### src/rtl/text_pkg.sv
// text_pkg: constants and types shared by the text buffer writer and the
// VGA character generator.
//   TEXT_COLS / TEXT_ROWS : default text grid (80 x 2 cells)
//   COL_W                 : width of the cursor column field
//   ASC_*                 : ASCII control and printable-range constants
//   tbw_state_t           : writer FSM states
//   row_width()           : width of the row field, minimum 1 bit
package text_pkg;

    localparam int TEXT_COLS = 80;
    localparam int TEXT_ROWS = 2;
    localparam int COL_W     = 7;

    localparam logic [7:0] ASC_SPACE    = 8'h20;
    localparam logic [7:0] ASC_BS       = 8'h08;
    localparam logic [7:0] ASC_LF       = 8'h0A;
    localparam logic [7:0] ASC_CR       = 8'h0D;
    localparam logic [7:0] ASC_FF       = 8'h0C;
    localparam logic [7:0] ASC_PRINT_LO = 8'h20;
    localparam logic [7:0] ASC_PRINT_HI = 8'h7E;

    typedef enum logic [1:0] {
        IDLE  = 2'd0,
        WRITE = 2'd1,
        CLEAR = 2'd2
    } tbw_state_t;

    function automatic int row_width(input int rows);
        return (rows > 1) ? $clog2(rows) : 1;
    endfunction

endpackage

### src/rtl/text_cursor.sv
// text_cursor: column/row cursor registers with wrap handling.
//   clk, rst_n     : clock, asynchronous active-low reset (cursor -> 0/0)
//   inc_i          : advance one cell; last column wraps to the next row,
//                    last cell wraps to 0/0
//   dec_i          : move back one cell; column 0 goes to the end of the
//                    previous row, 0/0 stays put
//   newline_i      : column 0, next row (last row wraps to row 0)
//   home_i         : back to 0/0 (highest priority)
//   col_o, row_o   : current cursor
//   prev_col_o/prev_row_o : the cell dec_i would move to (combinational),
//                    used by the writer as the backspace target address
module text_cursor
    import text_pkg::*;
#(
    parameter int COLS  = TEXT_COLS,
    parameter int ROWS  = TEXT_ROWS,
    parameter int ROW_W = row_width(ROWS)
) (
    input  logic             clk,
    input  logic             rst_n,
    input  logic             inc_i,
    input  logic             dec_i,
    input  logic             newline_i,
    input  logic             home_i,
    output logic [COL_W-1:0] col_o,
    output logic [ROW_W-1:0] row_o,
    output logic [COL_W-1:0] prev_col_o,
    output logic [ROW_W-1:0] prev_row_o
);

    localparam logic [COL_W-1:0] COL_LAST = COL_W'(COLS - 1);
    localparam logic [ROW_W-1:0] ROW_LAST = ROW_W'(ROWS - 1);

    logic [COL_W-1:0] col_q, col_d;
    logic [ROW_W-1:0] row_q, row_d;
    logic [ROW_W-1:0] row_next;

    assign row_next = (row_q == ROW_LAST) ? '0 : row_q + ROW_W'(1);

    // Backspace target: at 0/0 there is nowhere to go, so it stays 0/0.
    always_comb begin
        prev_col_o = col_q;
        prev_row_o = row_q;
        if (col_q != '0) begin
            prev_col_o = col_q - COL_W'(1);
        end else if (row_q != '0) begin
            prev_col_o = COL_LAST;
            prev_row_o = row_q - ROW_W'(1);
        end
    end

    always_comb begin
        col_d = col_q;
        row_d = row_q;
        if (home_i) begin
            col_d = '0;
            row_d = '0;
        end else if (inc_i) begin
            if (col_q == COL_LAST) begin
                col_d = '0;
                row_d = row_next;
            end else begin
                col_d = col_q + COL_W'(1);
            end
        end else if (dec_i) begin
            col_d = prev_col_o;
            row_d = prev_row_o;
        end else if (newline_i) begin
            col_d = '0;
            row_d = row_next;
        end
    end

    always_ff @(posedge clk or negedge rst_n) begin
        if (!rst_n) begin
            col_q <= '0;
            row_q <= '0;
        end else begin
            col_q <= col_d;
            row_q <= row_d;
        end
    end

    assign col_o = col_q;
    assign row_o = row_q;

endmodule

### src/rtl/text_buffer_writer.sv
// text_buffer_writer: turns a stream of ASCII bytes into text RAM writes for
// the VGA character generator, tracking a cursor and handling BS, CR/LF and
// clear-screen (FF byte or clear_req pulse).
//   clk, rst_n          : clock, asynchronous active-low reset
//   ch_valid, ch_data   : incoming character
//   ch_ready            : may accept a character this cycle
//   clear_req           : one-cycle pulse, clear screen and home cursor
//   wr_en/wr_addr/wr_data : text RAM write port (registered)
//   cursor_col/row      : current cursor (registered)
//   busy                : high for every cycle spent in CLEAR
//   dbg_state           : current FSM state (tbw_state_t encoding)
//
// Handshake: a character transfers on a rising clk edge where
// ch_valid & ch_ready; ch_ready = (state==IDLE) & ~clear_req is combinational,
// so a clear request in the same cycle always beats the character. The
// producer keeps ch_valid/ch_data stable until the transfer happens.
module text_buffer_writer
    import text_pkg::*;
#(
    parameter int COLS           = TEXT_COLS,
    parameter int ROWS           = TEXT_ROWS,
    parameter int ADDR_W         = 10,
    parameter int DATA_W         = 8,
    parameter int CLEAR_ON_RESET = 1,
    localparam int ROW_W         = row_width(ROWS)
) (
    input  logic              clk,
    input  logic              rst_n,
    input  logic              ch_valid,
    input  logic [7:0]        ch_data,
    output logic              ch_ready,
    input  logic              clear_req,
    output logic              wr_en,
    output logic [ADDR_W-1:0] wr_addr,
    output logic [DATA_W-1:0] wr_data,
    output logic [COL_W-1:0]  cursor_col,
    output logic [ROW_W-1:0]  cursor_row,
    output logic              busy,
    output logic [1:0]        dbg_state
);

    localparam int CELLS = COLS * ROWS;
    // One extra bit so the sweep counter can hold CELLS itself ("all issued").
    localparam int CNT_W = ADDR_W + 1;

    generate
        if (CELLS > (2 ** ADDR_W)) begin : g_addr_too_narrow
            $error("text_buffer_writer: COLS*ROWS does not fit in ADDR_W bits");
        end
        if (COLS > (2 ** COL_W)) begin : g_cols_too_wide
            $error("text_buffer_writer: COLS does not fit the cursor column field");
        end
        if (DATA_W < 8) begin : g_data_too_narrow
            $error("text_buffer_writer: DATA_W must hold an ASCII byte");
        end
    endgenerate

    localparam logic [ADDR_W-1:0] COLS_A     = ADDR_W'(COLS);
    localparam logic [CNT_W-1:0]  CNT_DONE   = CNT_W'(CELLS);
    localparam logic [DATA_W-1:0] SPACE_D    = DATA_W'(ASC_SPACE);
    localparam tbw_state_t        RST_STATE  = (CLEAR_ON_RESET != 0) ? CLEAR : IDLE;
    localparam logic              RST_BUSY   = (CLEAR_ON_RESET != 0);

    tbw_state_t        state_q, state_d;
    logic [CNT_W-1:0]  cnt_q, cnt_d;
    logic              wr_en_q, wr_en_d;
    logic [ADDR_W-1:0] wr_addr_q, wr_addr_d;
    logic [DATA_W-1:0] wr_data_q, wr_data_d;
    logic              busy_q, busy_d;

    logic              cur_inc, cur_dec, cur_nl, cur_home;
    logic [COL_W-1:0]  col, prev_col;
    logic [ROW_W-1:0]  row, prev_row;
    logic [ADDR_W-1:0] cur_addr, prev_addr;
    logic              handshake;
    logic              printable;

    text_cursor #(
        .COLS  (COLS),
        .ROWS  (ROWS),
        .ROW_W (ROW_W)
    ) u_cursor (
        .clk        (clk),
        .rst_n      (rst_n),
        .inc_i      (cur_inc),
        .dec_i      (cur_dec),
        .newline_i  (cur_nl),
        .home_i     (cur_home),
        .col_o      (col),
        .row_o      (row),
        .prev_col_o (prev_col),
        .prev_row_o (prev_row)
    );

    assign cur_addr  = ADDR_W'(row) * COLS_A + ADDR_W'(col);
    assign prev_addr = ADDR_W'(prev_row) * COLS_A + ADDR_W'(prev_col);

    assign ch_ready  = (state_q == IDLE) & ~clear_req;
    assign handshake = ch_valid & ch_ready;
    assign printable = (ch_data >= ASC_PRINT_LO) && (ch_data <= ASC_PRINT_HI);

    always_comb begin
        state_d   = state_q;
        cnt_d     = cnt_q;
        wr_en_d   = 1'b0;
        wr_addr_d = wr_addr_q;
        wr_data_d = wr_data_q;
        cur_inc   = 1'b0;
        cur_dec   = 1'b0;
        cur_nl    = 1'b0;
        cur_home  = 1'b0;

        case (state_q)
            IDLE: begin
                if (clear_req || (handshake && ch_data == ASC_FF)) begin
                    // Issue address 0 on the entry edge so the sweep's
                    // writes line up exactly with the CLEAR cycles.
                    state_d   = CLEAR;
                    wr_en_d   = 1'b1;
                    wr_addr_d = '0;
                    wr_data_d = SPACE_D;
                    cnt_d     = CNT_W'(1);
                end else if (handshake) begin
                    state_d = WRITE;
                    if (printable) begin
                        wr_en_d   = 1'b1;
                        wr_addr_d = cur_addr;
                        wr_data_d = DATA_W'(ch_data);
                        cur_inc   = 1'b1;
                    end else if (ch_data == ASC_BS) begin
                        wr_en_d   = 1'b1;
                        wr_addr_d = prev_addr;
                        wr_data_d = SPACE_D;
                        cur_dec   = 1'b1;
                    end else if (ch_data == ASC_LF || ch_data == ASC_CR) begin
                        cur_nl = 1'b1;
                    end
                    // Any other byte is swallowed: no write, cursor unchanged.
                end
            end

            WRITE: begin
                state_d = IDLE;
            end

            CLEAR: begin
                if (cnt_q == CNT_DONE) begin
                    state_d  = IDLE;
                    cur_home = 1'b1;
                    cnt_d    = '0;
                end else begin
                    wr_en_d   = 1'b1;
                    wr_addr_d = cnt_q[ADDR_W-1:0];
                    wr_data_d = SPACE_D;
                    cnt_d     = cnt_q + CNT_W'(1);
                end
            end

            default: begin
                state_d = IDLE;
            end
        endcase

        busy_d = (state_d == CLEAR);
    end

    // After a reset release into CLEAR the counter starts at 0, so the sweep
    // always restarts from address 0 even if it was cut short by reset.
    always_ff @(posedge clk or negedge rst_n) begin
        if (!rst_n) begin
            state_q   <= RST_STATE;
            cnt_q     <= '0;
            wr_en_q   <= 1'b0;
            wr_addr_q <= '0;
            wr_data_q <= SPACE_D;
            busy_q    <= RST_BUSY;
        end else begin
            state_q   <= state_d;
            cnt_q     <= cnt_d;
            wr_en_q   <= wr_en_d;
            wr_addr_q <= wr_addr_d;
            wr_data_q <= wr_data_d;
            busy_q    <= busy_d;
        end
    end

    assign wr_en      = wr_en_q;
    assign wr_addr    = wr_addr_q;
    assign wr_data    = wr_data_q;
    assign busy       = busy_q;
    assign cursor_col = col;
    assign cursor_row = row;
    assign dbg_state  = state_q;

endmodule

### config.mk
export PLATFORM = sky130hd
export DESIGN_NAME = text_buffer_writer
export DESIGN_NICKNAME = d
export VERILOG_FILES = /design/src/rtl/text_pkg.sv /design/src/rtl/text_cursor.sv /design/src/rtl/text_buffer_writer.sv
export SDC_FILE = /design/constraint.sdc
export NUM_CORES = 1
export LEC_CHECK = 0
export ABC_AREA = 1
export BUFFER_PORTS_ARGS = -buffer_cell sky130_fd_sc_hd__buf_2
export CAP_MARGIN = 20
export CORE_ASPECT_RATIO = 0.8
export CORE_UTILIZATION = 34
export CTS_CLUSTER_DIAMETER = 80
export DETAILED_ROUTE_END_ITERATION = 6
export GPL_TIMING_DRIVEN = 0
export HOLD_SLACK_MARGIN = 0.15
export PLACE_DENSITY_LB_ADDON = 0.08
export SLEW_MARGIN = 10
export SYNTH_ARGS = -nofsm -noshare
export SYNTH_HDL_FRONTEND = slang
export SYNTH_SLANG_ARGS = --single-unit
### constraint.sdc
create_clock -name clk -period 3.1 [get_ports clk]
set_input_delay 0.155 -clock clk [delete_from_list [all_inputs] [get_ports clk]]
set_output_delay 0.155 -clock clk [all_outputs]
set_load 0.005 [all_outputs]
Word level (Yosys, flattened, before mapping). Index checks and enable logic that the tools add are counted.

Input bits: 12. Flip-flop bits (word level): 41. Word-level logic and storage cells: 102.

Add/subtract/negate cells: 7. Multiplexer cells: 56. Multiply operators: 2. Order comparisons: 2. Bitwise gates (word level): 3. Reductions and logical operators: 11. Equality and inequality tests: 13.

Operators with widths (number): $mux 10 (5); $mux 7 (7); $mux 8 (5); $eq 8x4->1 const B (4); $mux 1 (29); $mux 11 (2); $pmux 11 s2 (1); $pmux 10 s2 (1); $add 8x7->9 (2); $pmux 8 s2 (1); $add 11x1->11 const B (1); $eq 11x8->1 const B (1); $ge 8x6->1 const B (1); $le 8x7->1 const B (1); $mul 1x3->4 const B (2); $add 7x1->7 const B (1); $eq 7x7->1 const B (1); $reduce_bool 7->1 (1); $sub 7x1->7 const B (1); $mux 2 (3); $eq 2x2->1 const B (2); $ne 4x2->1 const B (1); $pmux 2 s2 (1); $reduce_and 2->1 (2); other kinds (15) (18).

Longest topological paths before layout.
Depth after elaboration: 12. Mapped depth: 17.

By module. From an unflattened synthesis, not the netlist that was laid out.

Cell total of the unflattened synthesis: 403. Area, all modules: 2840.2 um2.

By module, submodules not included: text_buffer_writer (cells each 282, area an instance 2057.0 um2, sequential area each 829.5 um2, times used 1); text_cursor (cells each 121, area an instance 783.3 um2, sequential area each 200.2 um2, times used 1).

Worst setup path before layout. No wires, ideal clock.

Kind: register to register. Start point: register u_cursor.col_q[0], in the netlist u_cursor.col_o[0]. End point: register wr_addr_q[6], in the netlist wr_addr[6]. Stages on the path, launching flop included: 17. Clock period less this slack: 2242 ps. Data arrival time: 2177 ps. Setup time: 65 ps. Path slack: 858 ps. Path through: dfrtp_1 > inv_1 > ha_1 > inv_1 > nor2_1 > nand3_1 > buf_2 > nor2_1 > a21oi_1 > ha_1 > ha_1 > xnor2_1 > nand2_1 > nand2_1 > o21ai_0 > nand2_1 > nand2_1.

Cells in the longest elaborated chain, start to end: 9. Elaborated cells between the ends (all ways): 13. Those cells by class: add/sub (3); mul (1); mux (8); reduce/logical (1).

Ends and longest elaborated chain: from (decl) (line text_cursor.sv:34) `logic [COL_W-1:0] col_q, col_d;`; from (signal assigned) (line text_cursor.sv:79) `col_q <= col_d;`; $reduce_bool 7->1 (line text_cursor.sv:44) `if (col_q != '0) begin`; $mux 1 (line text_cursor.sv:44); $mul 1x3->4 (line text_buffer_writer.sv:96) `assign prev_addr = ADDR_W'(prev_row) * COLS_A + ADDR_W'(prev_col);`; $add 8x7->9 (line text_buffer_writer.sv:96); $mux 10 (line text_buffer_writer.sv:130) `end else if (ch_data == ASC_BS) begin`; $mux 10 * (line text_buffer_writer.sv:125) `if (printable) begin`; $mux 10 * (line text_buffer_writer.sv:123) `end else if (handshake) begin`; $mux 10 * (line text_buffer_writer.sv:115) `if (clear_req || (handshake && ch_data == ASC_FF)) begin`; $pmux 10 s2 * (line text_buffer_writer.sv:113) `case (state_q)`; to (signal assigned) (line text_buffer_writer.sv:181) `wr_addr_q <= wr_addr_d;`; to (decl) (line text_buffer_writer.sv:67) `logic [ADDR_W-1:0] wr_addr_q, wr_addr_d;`.

Mark *: on every way between the ends. The rest lies on a longest branch, timed or not. The select of a mux whose other input is x is not followed. A chain may end at the register's enable or synchronous reset.

Final worst setup path.
Start point: register u_cursor.col_q[0], in the netlist u_cursor.col_o[0]. End point: register wr_addr_q[5], in the netlist wr_addr[5].

Same word-level chain as after synthesis.

==> impl_results.md <==
- Run status: completed
- Mapped Nets: about 430
- Post-route DRC violation count: 0
- Die Span Y: between 80 and 90 um
- Vias in the first global route: 2,580
- R2r worst-path depth: 16
- CTS H-tree lvls: 2
- Clock Tree Root: clkbuf_8
- Crit Path Class: register to register
- Placer congestion estimate: around 0.84
- Die ar.: 8692 sq um
- Crit. End Element: register
- Share of cells above drive strength 1: around 19%
- PD cells: 330.4 nW/um^2
- Reg area: slightly above 1000 sq um
- Min Tclk post-route: about 2600 ps
- TritonCTS clock tree: done
- Post-synthesis sequential area ratio: between 30 and 40%
- Nets@finish: around 480
- Drt via density: about 4.7
- Number of clock sinks: 41
- Final setup TNS: 0 ps
- Arrival time of the worst setup path: about 2800 ps
- Initial antenna violation count: 0
- Final hold violation count: 0
- Detailed-route via count: 2,686
- Post-Synthesis Cells: 402
- Area of the multi-input gates: roughly 1600 sq um
- CP required: ~3400 ps
- CP max FO: 10
- Antenna cells: 0
- Tightest Pin Transition: around 500 ps
- Largest net degree at the start of global routing: 42
- Hold depth: 5
- Post-route antenna net violation count: 0
- Post-synth cell types: 36
- Hold WC Path Type: input pin to register
- # IOs: 43
- Clock latency on the worst-skew pair: 300 ps
- Final WL: approximately 7.4 mm
- Final Skew: 10.27 ps
- Leakage: ~1.9 nW
- FMAX: roughly 400 MHz
- Maximum vdd drop: roughly 230 uV
- Synthesized cell area: about 2800 sq um
- Post-detail-place hpwl: 5.665 mm
- Wirelength per Cell: roughly 13 um
- Number of synthesis warnings: 0
- Syn Area/Cell: about 7 sq um
- Fin Hold WS: between 150 and 200 ps
- Die Width: between 100 and 150 um
- DP Area: around 3200 sq um
- Grt ovf: 0
- Num CTS Buffers: 5
- Number of buffers inserted by port buffering: 42
- Period utilization: approximately 83%
- Final setup fails: 0
- RSZ-0062 raised after global routing: no
- #FFs+latches synth: 41
- First-pass GRT wire length: roughly 13 mm
- CTS resizes: 0
- Crit start category: register
- Layout area overhead: 19.77%
- Final max-slew violation count: 0
- Clock Tree Buf Depth: 2
- Fill cells: 870
- Core Footprint: ~8000 sq um
- Initial Util: between 30% and 40%
- Rel. slew slack: around 67%
- Max Cap Viol: 0
- Row count: 29
- All-layer global routing usage: around 19%
- Cell area after layout: 3388 sq um
- First-pass detailed-route iteration total: 5
- DR iter-0 viols: 109
- Register clock-pin slew on the reported worst setup and hold paths: around 90 ps
-- report_power, final --
| group | leakage (nW) | total (mW) | internal [mW] | switching [mW] |
|---|---|---|---|---|
| combinational | 1.30 | 0.0608 | 0.0216 | 0.0392 |
| clock | 0.0681 | 0.524 | 0.320 | 0.204 |
| sequential | 0.514 | 0.534 | 0.534 | 0 |
| total | 1.89 | 1.12 | 0.876 | 0.243 |
-- flip-flops by register name, indices dropped and copies added, names as in the netlist --
name	flops
busy	1
cnt_q	11
dbg_state	2
u_cursor.col_o	7
u_cursor.row_o	1
wr_addr	10
wr_data	8
wr_en	1
-- cells in the final DEF (no fill, tap or decap), types with 2 or more instances in the layout --
master         synthesis  layout
nand2_2                9       9
nor2_4                 2       2
buf_2                  4      46
xnor2_1                3       3
xor2_1                 7       7
o21ai_1                3       3
dfstp_2                3       3
nand3_1               30      30
nor2_2                 2       2
dfrtp_1               38      38
nand3b_1               3       3
bufinv_16              0       2
a21oi_1                7       7
clkbuf_8               0       5
nand2_4                3       3
nor3_1                 4       4
nand4_1               11      11
ha_1                  13      13
inv_1                 40      40
o21ai_0               15      15
nand3_4                2       2
nor2_1                47      47
nand2_1              141     141
dlygate4sd3_1          0       6
-- cells in the mapped netlist --
cell      number  area, sq um
clkbuf_1       1        3.750
o211ai_1       1        7.510
nand3_2        1        10.01
nor2_4         2        22.52
buf_6          1        11.26
clkbuf_2       1        5.000
a21o_1         1        7.510
xnor2_1        3        26.28
ha_1          13        162.7
a21boi_0       1        7.510
nor2_1        47        176.4
nor2_2         2        12.51
dfrtp_1       38        950.9
o21ai_0       15        75.07
nand3b_1       3        22.52
inv_4          1        6.260
xor2_1         7        61.31
inv_2          1        3.750
a31o_2         1        8.760
nand3_4        2        35.03
buf_8          1        15.01
or2_2          1        6.260
inv_1         40        150.1
nor3_1         4        20.02
nand3_1       30        150.1
a21oi_1        7        35.03
nor2_8         1        20.02
nand2_4        3        33.78
nand4_1       11        68.82
dfstp_2        3        78.83
nand2_2        9        56.30
nand2_1      141        529.3
o31ai_1        1        7.510
o21ai_1        3        15.01
nor4_1         1        6.260
buf_2          4        20.02
-- stage by stage --
step	power (mW)	cells	utilization, %	setup slack (ps)
floorplan	0.5699	402	-	858.0
detailed placement	0.5980	552	39.76	550.5
finish	1.119	567	42.45	529.7
CTS	1.132	566	42.19	529.0
global placement	0.5979	552	39.76	567.4
global route	1.165	567	42.45	217.8
-- per-layer routing --
metal  global-route usage (%)  part of all wire, %
met5                        0                    0
met4                    4.675                 0.88
met3                    3.123                  4.1
met2                    26.55                   41
met1                    28.39                   54
-- logic make-up after synthesis --
| kind of cell | after synthesis | synth area share, % |
|---|---|---|
| AO/OA/AOI/OAI | 30 | 5.794 |
| buffers and inverters | 50 | 7.607 |
| adder cells (fa/ha/maj) | 13 | 5.750 |
| AND/OR/NAND/NOR | 258 | 41.35 |
| flip-flops | 41 | 36.40 |
| XOR/XNOR | 10 | 3.096 |
-- path summary, 6_finish.rpt --
path | to | slack [ps] | startpoint
worst max-delay path | wr_addr[5]$_DFFE_PN0P_ | 530 | u_cursor.col_o[0]$_DFFE_PN0P_
max in group asynchronous | wr_data[5]$_DFFE_PN1P_ | 2320 | rst_n
worst max register to register | wr_addr[5]$_DFFE_PN0P_ | 530 | u_cursor.col_o[0]$_DFFE_PN0P_
worst min register to register | wr_data[5]$_DFFE_PN1P_ | 470 | wr_data[5]$_DFFE_PN1P_
min in group asynchronous | u_cursor.col_o[5]$_DFFE_PN0P_ | 240 | rst_n
worst min-delay path | wr_data[5]$_DFFE_PN1P_ | 200 | ch_data[5]
-- worst max-delay path, stage by stage, from the launching register on --
cell and delay, ps:
dfrtp_1 490, inv_1 230, ha_1 180, inv_1 40, nor2_1 120, nand3_1 170
buf_2 230, nor2_1 90, a21oi_1 60, ha_1 220, ha_1 270, inv_1 40
nand2_1 50, nand2_1 50, o21ai_0 140, nand2_1 80, nand2_1 50
-- what timing repair did --
action | 4_1_cts | 5_1_grt
endpoints found under the hold margin | 43 | 0
hold buffers | 6 | 0
setup buffers | 0 | 0
-- area by class of cell --
cell class,instances,share of cell area [%]
Sequential cell,41,30.39
Timing Repair Buffer,49,8.567
Clock buffer,5,2.031
Buffer,8,1.625
Clock inverter,3,1.920
Inverter,42,4.727
Tap cell,108,3.988
Multi-Input combinational cell,311,46.75
Note: power is estimated with default switching activity, not from simulation.
